[config.mk]
export PLATFORM = sky130hd
export DESIGN_NAME = sha256_msg_schedule
export DESIGN_NICKNAME = d
export VERILOG_FILES = /design/src/rtl/sha256_msg_schedule.sv
export SDC_FILE = /design/constraint.sdc
export NUM_CORES = 1
export LEC_CHECK = 0
export CORE_UTILIZATION = 25
export DETAILED_ROUTE_END_ITERATION = 10
export GPL_TIMING_DRIVEN = 0
export PLACE_DENSITY = 0.55
export SETUP_SLACK_MARGIN = 0.4
export SLEW_MARGIN = 20
export SYNTH_ARGS = -nofsm -noshare
export SYNTH_HDL_FRONTEND = slang
export SYNTH_SLANG_ARGS = --single-unit
[constraint.sdc]
create_clock -name clk -period 9.4 [get_ports clk]
set_input_delay 1.88 -clock clk [delete_from_list [all_inputs] [get_ports clk]]
set_output_delay 1.88 -clock clk [all_outputs]
set_load 0.005 [all_outputs]
[src/rtl/sha256_msg_schedule.sv]
// SHA-256 message-schedule producer: accepts one 512-bit block, then streams
// W_0..W_63 from a 16-word sliding window, one word per valid/ready handshake.
module sha256_msg_schedule #(
  parameter int unsigned BIT_W  = 32,
  parameter int unsigned ROUNDS = 64
) (
  input  logic                  clk,
  input  logic                  reset,
  input  logic                  blk_valid,
  output logic                  blk_ready,
  input  logic [16*BIT_W-1:0]   blk_data,
  output logic                  w_valid,
  input  logic                  w_ready,
  output logic [BIT_W-1:0]      w_out,
  output logic [5:0]            w_round,
  output logic                  w_last,
  output logic                  busy
);

  localparam int unsigned CNT_W = 6;
  localparam int unsigned WIN_N = 16;
  localparam logic [CNT_W-1:0] LAST_RND = CNT_W'(ROUNDS - 1);
  localparam logic [CNT_W-1:0] PENULT_RND = CNT_W'(ROUNDS - 2);

  typedef enum logic {
    IDLE = 1'b0,
    RUN  = 1'b1
  } state_t;

  state_t            state;
  logic [CNT_W-1:0]  cnt;
  logic [BIT_W-1:0]  win [WIN_N];
  logic [BIT_W-1:0]  w_next;

  function automatic logic [BIT_W-1:0] sig0(input logic [BIT_W-1:0] x);
    return {x[6:0], x[BIT_W-1:7]} ^ {x[17:0], x[BIT_W-1:18]} ^ (x >> 3);
  endfunction

  function automatic logic [BIT_W-1:0] sig1(input logic [BIT_W-1:0] x);
    return {x[16:0], x[BIT_W-1:17]} ^ {x[18:0], x[BIT_W-1:19]} ^ (x >> 10);
  endfunction

  // Word entering the window tail: W_{t+16} from the current window (W_t at win[0]).
  assign w_next = sig1(win[14]) + win[9] + sig0(win[1]) + win[0];

  // The presented word and its index are the window head and the round counter.
  assign w_out   = win[0];
  assign w_round = cnt;

  always_ff @(posedge clk) begin
    if (reset) begin
      state     <= IDLE;
      cnt       <= '0;
      blk_ready <= 1'b0;
      w_valid   <= 1'b0;
      w_last    <= 1'b0;
      busy      <= 1'b0;
      for (int i = 0; i < WIN_N; i++) begin
        win[i] <= '0;
      end
    end else begin
      case (state)
        IDLE: begin
          blk_ready <= 1'b1;
          if (blk_valid && blk_ready) begin
            for (int i = 0; i < WIN_N; i++) begin
              win[i] <= blk_data[(WIN_N-i)*BIT_W-1 -: BIT_W];
            end
            cnt       <= '0;
            state     <= RUN;
            blk_ready <= 1'b0;
            w_valid   <= 1'b1;
            busy      <= 1'b1;
            w_last    <= (LAST_RND == '0);
          end
        end
        RUN: begin
          if (w_ready) begin
            for (int i = 0; i < WIN_N-1; i++) begin
              win[i] <= win[i+1];
            end
            win[WIN_N-1] <= w_next;
            if (cnt == LAST_RND) begin
              // Final word consumed; ready for a new block next cycle.
              state     <= IDLE;
              cnt       <= '0;
              w_valid   <= 1'b0;
              busy      <= 1'b0;
              w_last    <= 1'b0;
              blk_ready <= 1'b1;
            end else begin
              cnt    <= cnt + CNT_W'(1);
              w_last <= (cnt == PENULT_RND);
            end
          end
        end
        default: begin
          state <= IDLE;
        end
      endcase
    end
  end

endmodule

==> results of run 1 <==
[worst max-delay path, cell delays in order (launching register included)]
cell,delay (ps)
edfxtp_1,510
xnor2_1,190
xnor2_1,550
fa_1,530
inv_1,70
fa_1,420
inv_1,70
ha_1,170
inv_1,70
fa_1,430
nor2b_1,230
o2111ai_1,180
a21oi_2,310
o21ai_2,120
a21oi_1,380
a21oi_1,210
or4_1,440
nand3_1,110
[per-stage QoR]
step	worst slack, ps	setup TNS, ps	area [µm²]
2_1_floorplan	1870	0	26200
3_3_place_gp	-1570	-454430	33500
3_5_place_dp	3880	0	33700
4_1_cts	4490	0	35600
5_1_grt	4140	0	35600
6_report	4300	0	35600
[flip-flops by register name (all words and copies together), names as in the netlist]
signal     cells
busy           1
win          512
w_last         1
blk_ready      1
state          1
w_round        6
[final timing paths]
| path | start | end | slack [ps] |
|---|---|---|---|
| setup / recovery | win[1][210] | win[1][251] | 4300 |
| hold / removal | w_last | w_last | 440 |
| setup reg to reg | win[1][210] | win[1][251] | 4300 |
| hold reg to reg | w_last | w_last | 440 |
[logic make-up after synthesis]
family	count (synthesis)	synth area share, %
compound gates	616	17.0
xor+xnor	142	4.74
fa+ha+maj	95	6.30
buf+inv	335	5.27
flops	522	59.4
mux	2	0.0811
simple gates	472	7.23
[placed cells by master (no fill, tap or decap), types with 24 or more instances in the layout]
cell             Yosys  routed
a21oi_1            212     212
inv_1              155     152
nand2_1            385     385
clkbuf_16            0      60
ha_1                33      33
clkdlybuf4s50_1      0     557
buf_4               33      33
edfxtp_1           512     512
clkbuf_1           132     146
nor2_1              27      24
a22o_1             319     319
fa_1                62      62
xnor2_1            121     121
[final cells by class]
type                    instances  area (µm²)
fillers                     10400       68200
flip-flops and latches        522       15600
multi-input cells            1327        9290
repair buffers                562        5700
well taps                    1380        1730
clock buffers                  74        1550
plain buffers                 179         797
inverters                     156         606
clock inverters                37         309
diodes                          9        22.5
[power by group through the flow]
stage	Clock [µW]	Combinational [µW]	Sequential [µW]
after global routing	2400	3160	3020
after global placement	0	2830	3090
final	2290	2890	3000
after detailed placement	0	2840	3050
after floorplan	0	1800	2970
after CTS	2330	2870	3000
[metal layers]
| metal | global-route usage, % | wire, µm | vias to the layer above |
|---|---|---|---|
| met1 | 26.7 | 47200 | 9876 |
| met4 | 5.84 | 3000 | 22 |
| met2 | 35.1 | 55300 | 928 |
| li1 | - | - | 9167 |
| met3 | 5.58 | 9880 | 149 |
| met5 | 0 | 138 | - |
==> qor.txt, run 1 <==
Finished Layout Cells - 4,246
Placed Cells incl. Taps - 4,126
Top cells by count, synth - edfxtp_1 (512), nand2_1 (385), a22o_1 (319), a21oi_1 (212), inv_1 (155)
Post_cts resized - 0
Element type at the critical path start - register
Pleak - 0.0134 µW
Worst hold path type - register to register
CP Max Fanout - 4
Tot Pwr - 8180 µW
Mapped cell area - 0.0262 mm²
Vias per cell - 4.74
Max-slew headroom - 34.6%
WL final - 115,000 µm
CP arrival - 5630 ps
Reg power frac - 36.7%
Max clock buf depth - 3
Mean Syn Cell Area - 12.0 µm²
Total die area - 0.106 mm²
Final ANT Viol Nets - 0
Actual slew at the worst max-slew pin - 982 ps
Warning count from the yosys run - 0
Clk root buf - clkbuf_16
Cells on Worst Hold Path - 2
Final HPWL DP - 93,600 µm
Setup Buffers After CTS - 0
Core area - 0.104 mm²
Net Sw Power - 2960 µW
Initial antenna violation count - 22
Critical path class - register to register
Worst Reg-to-Reg Cells - 17
Top-area cell type share of the netlist area - 58.6%
H-Tree Level Count - 2
Max Clk Rate - 196 MHz
Clock transition at path regs - 80 ps
Top post-synthesis cells by area - edfxtp_1 (59%), a22o_1 (11%), nand2_1 (5.5%)
Via count - 20,100
Req. time, crit path - 9920 ps
Most used DFF post-synth - edfxtp_1
FF+latch count, synth - 522
Iteration-0 DRC Markers - 2,087
CTS sink count - 522
Largest area contributor in the netlist - edfxtp_1
Mapped Nets - 2,795
Clock Skew - 37.6 ps
Die width - 326 µm
Area grow syn2layout - 35.6%
Final hold viol count - 0
RePlAce Congestion - 0.922
VDD IR max - 0.146 mV
Cell row count - 118
Initial core utilization - 25.3%
# hold bufs at CTS - 0
DRT Pass-1 Iters - 5
CTS Buf Count - 60
Seq/Total Area, Yosys - 59.4%
First-pass GRT wire length - 155,000 µm
Largest net degree at the start of global routing - 103
Vias in the first global route - 20,200
Setup crit end kind - register
Nets - 3,419
Ys async rst share - 0%
Final setup viols - 0
Unique masters post-synth - 57
Slew Limit Fails - 0
Port bufs - 557
PD cells - 230 mW/mm²
P_int - 5220 µW
Period minus WS final - 5100 ps
Part of the cycle the worst path needs - 54.3%
Wire length per cell - 27.2 µm
Clock power share - 28.0%
Total Routing Usage GR - 21.0%
Most frequent cell after synthesis - edfxtp_1
Die Span Y - 326 µm
Maxcap violations - 0
Total gr overflow - 0
Top Ports - 558
EDFF count, synth - 512
DRC Markers - 0
Sw Ratio - 36.1%
Post-layout util - 34.3%
Cells after synthesis - 2,184
Outcome - finished, final reports clean
Hold WS - 440 ps
RSZ-0062 raised after global routing - no
Combinational Power Share - 35.3%
Share of cells above drive strength 1 - 5.01%
CTS tree - done
Clk_lat worst skew - 660 ps
No activity file was read; power rests on OpenSTA's default activity.
==> run 2: changes to the inputs <==
Settings changed: PLACE_DENSITY 0.55 to 0.57.
Clock period 9.4 ns to 4.1 ns, I/O delays scaled along.
==> run 2 against run 1 <==
Against the previous run:
- the flow now finishes with violations (setup timing)
- global-route usage is 0.34 points higher
- combinational power grew to 3.0 times the previous value
- critical endpoint is now win[1][253]
- non-clock buffer count is 77 higher
- fmax is 15% higher
- total power grew to 2.6 times the previous value
==> qor.txt, run 2 (synthesis results as in run 1) <==
Element type at the critical path start - register
Req. time, crit path - 4480 ps
Die Span Y - 326 µm
Max clock buf depth - 3
Setup crit end kind - register
Tot Pwr - 21,000 µW
Clock transition at path regs - 60 ps
WL final - 118,000 µm
Vias in the first global route - 20,500
Final ANT Viol Nets - 0
Critical path origin - win[1][213]
DRC Markers - 0
CTS tree - done
Commonest non-fill, non-tap cell in the layout - clkdlybuf4s50_1
Met1 WL - 46,500 µm
RSZ-0062 raised after global routing - yes
Family with the most delay on the worst path - adder cells
H-Tree Level Count - 2
Via count - 20,700
Top Ports - 558
PD cells - 561 mW/mm²
CTS Buf Count - 61
Crit-path slowest cell - edfxtp_1
Final hold viol count - 0
Critical-path cell list - xnor2_2 -> xnor2_2 -> fa_1 -> inv_2 -> fa_2 -> fa_2 -> nor2b_4 -> o2111ai_2 -> a21oi_2 -> o21ai_2 -> a2111o_1 -> a21oi_2 -> xnor2_1 -> o21ai_1
Total gr overflow - 0
Slew Limit Fails - 0
Most frequent cells in the layout - clkdlybuf4s50_1 (557), edfxtp_1 (512), nand2_1 (383)
Violated checks - setup timing
Buf/Inv on CP - 1
Total Routing Usage GR - 21.4%
RePlAce Congestion - 0.912
Max Clk Rate - 226 MHz
Wire length per cell - 27.2 µm
Post-layout util - 36.0%
Max-slew headroom - 38.9%
Setup slack after layout - -326 ps
Critical path class - register to register
Core area - 0.104 mm²
First-pass GRT wire length - 157,000 µm
Port bufs - 557
Met2 routed WL - 56,600 µm
CTS sink count - 522
CP arrival - 4800 ps
Part of the cycle the worst path needs - 108%
Outcome - finished, violations left
Maxcap violations - 0
Initial core utilization - 25.3%
Reg-to-reg startpoint - win[1][213]
Area grow syn2layout - 42.5%
Largest Register - win
Vias per cell - 4.78
Die width - 326 µm
Uppermost routed layer - met5
Clock Skew - 44.8 ps
Delay of the slowest cell on the worst path - 520 ps
Final HPWL DP - 95,100 µm
Clk root buf - clkbuf_16
Worst hold path type - register to register
DRT Pass-1 Iters - 5
CP Max Fanout - 4
Nets - 3,498
Initial antenna violation count - 28
VDD IR max - 0.415 mV
Share of cells above drive strength 1 - 12.1%
Hold WS - 439 ps
Pleak - 0.0143 µW
Hold path start - w_last
Worst R2R Setup Slack - -330 ps
Period minus WS final - 4430 ps
Total die area - 0.106 mm²
Cell row count - 118
Clk_lat worst skew - 680 ps
Met3 WL post-DR - 11,500 µm
Largest net degree at the start of global routing - 64
Final setup viols - 18
FILL cells - 10,200
Max reg flops - 512
Iteration-0 DRC Markers - 2,176
Actual slew at the worst max-slew pin - 916 ps
Worst slack, placed - -645 ps
## run 2: final timing paths
kind	endpoint	cells past startpoint
max	win[1][253]	14
min	w_last	2
max reg2reg	win[1][253]	14
min reg2reg	w_last	2
## run 2: timing repair
action / 4_1_cts / 5_1_grt
buffers inserted: 47 / 20
endpoints found under the setup margin: 29 / 77
hold buffers: 0 / 0
cloned: 0 / 1
gates resized for setup: 116 / 56
pin swaps: 63 / 33
## run 2: layer usage
layer	GRT usage (%)	vias to the layer above
met5	0	-
met4	6.45	24
met3	6.22	153
li1	-	9336
met1	26.7	10100
met2	35.5	1060
## run 2: worst min-delay path, stage by stage (launching register included)
cell and delay (ps):
dfxtp_1 310, nand2_1 50, nand2_1 40
## run 2: final cells by class
| cell class | count | area [µm²] | share of cell area (%) |
|---|---|---|---|
| Inverter | 156 | 598 | 1.60 |
| Tap cell | 1380 | 1730 | 4.62 |
| Antenna cell | 14 | 35.0 | 0.0937 |
| Timing Repair inverter | 1 | 5.00 | 0.0134 |
| Sequential cell | 522 | 15600 | 41.7 |
| Timing Repair Buffer | 639 | 6440 | 17.2 |
| Clock inverter | 43 | 453 | 1.21 |
| Buffer | 179 | 857 | 2.29 |
| Clock buffer | 70 | 1560 | 4.17 |
| Multi-Input combinational cell | 1327 | 10100 | 27.1 |
## run 2: metrics by stage
step	cells	cell area, µm²	TNS (ps)
final	4331	37400	-2970
after global routing	4326	37400	-5040
after CTS	4296	36900	-2580
after detailed placement	4136	33900	-26930
after global placement	4121	33600	-1560210
after floorplan	2184	26300	-352170
## run 2: power by group
group | switching [µW] | leakage [µW] | internal (µW)
Combinational | 4750 | 0.00780 | 3800
Clock | 2420 | 0.000969 | 3130
Sequential | 387 | 0.00549 | 6470
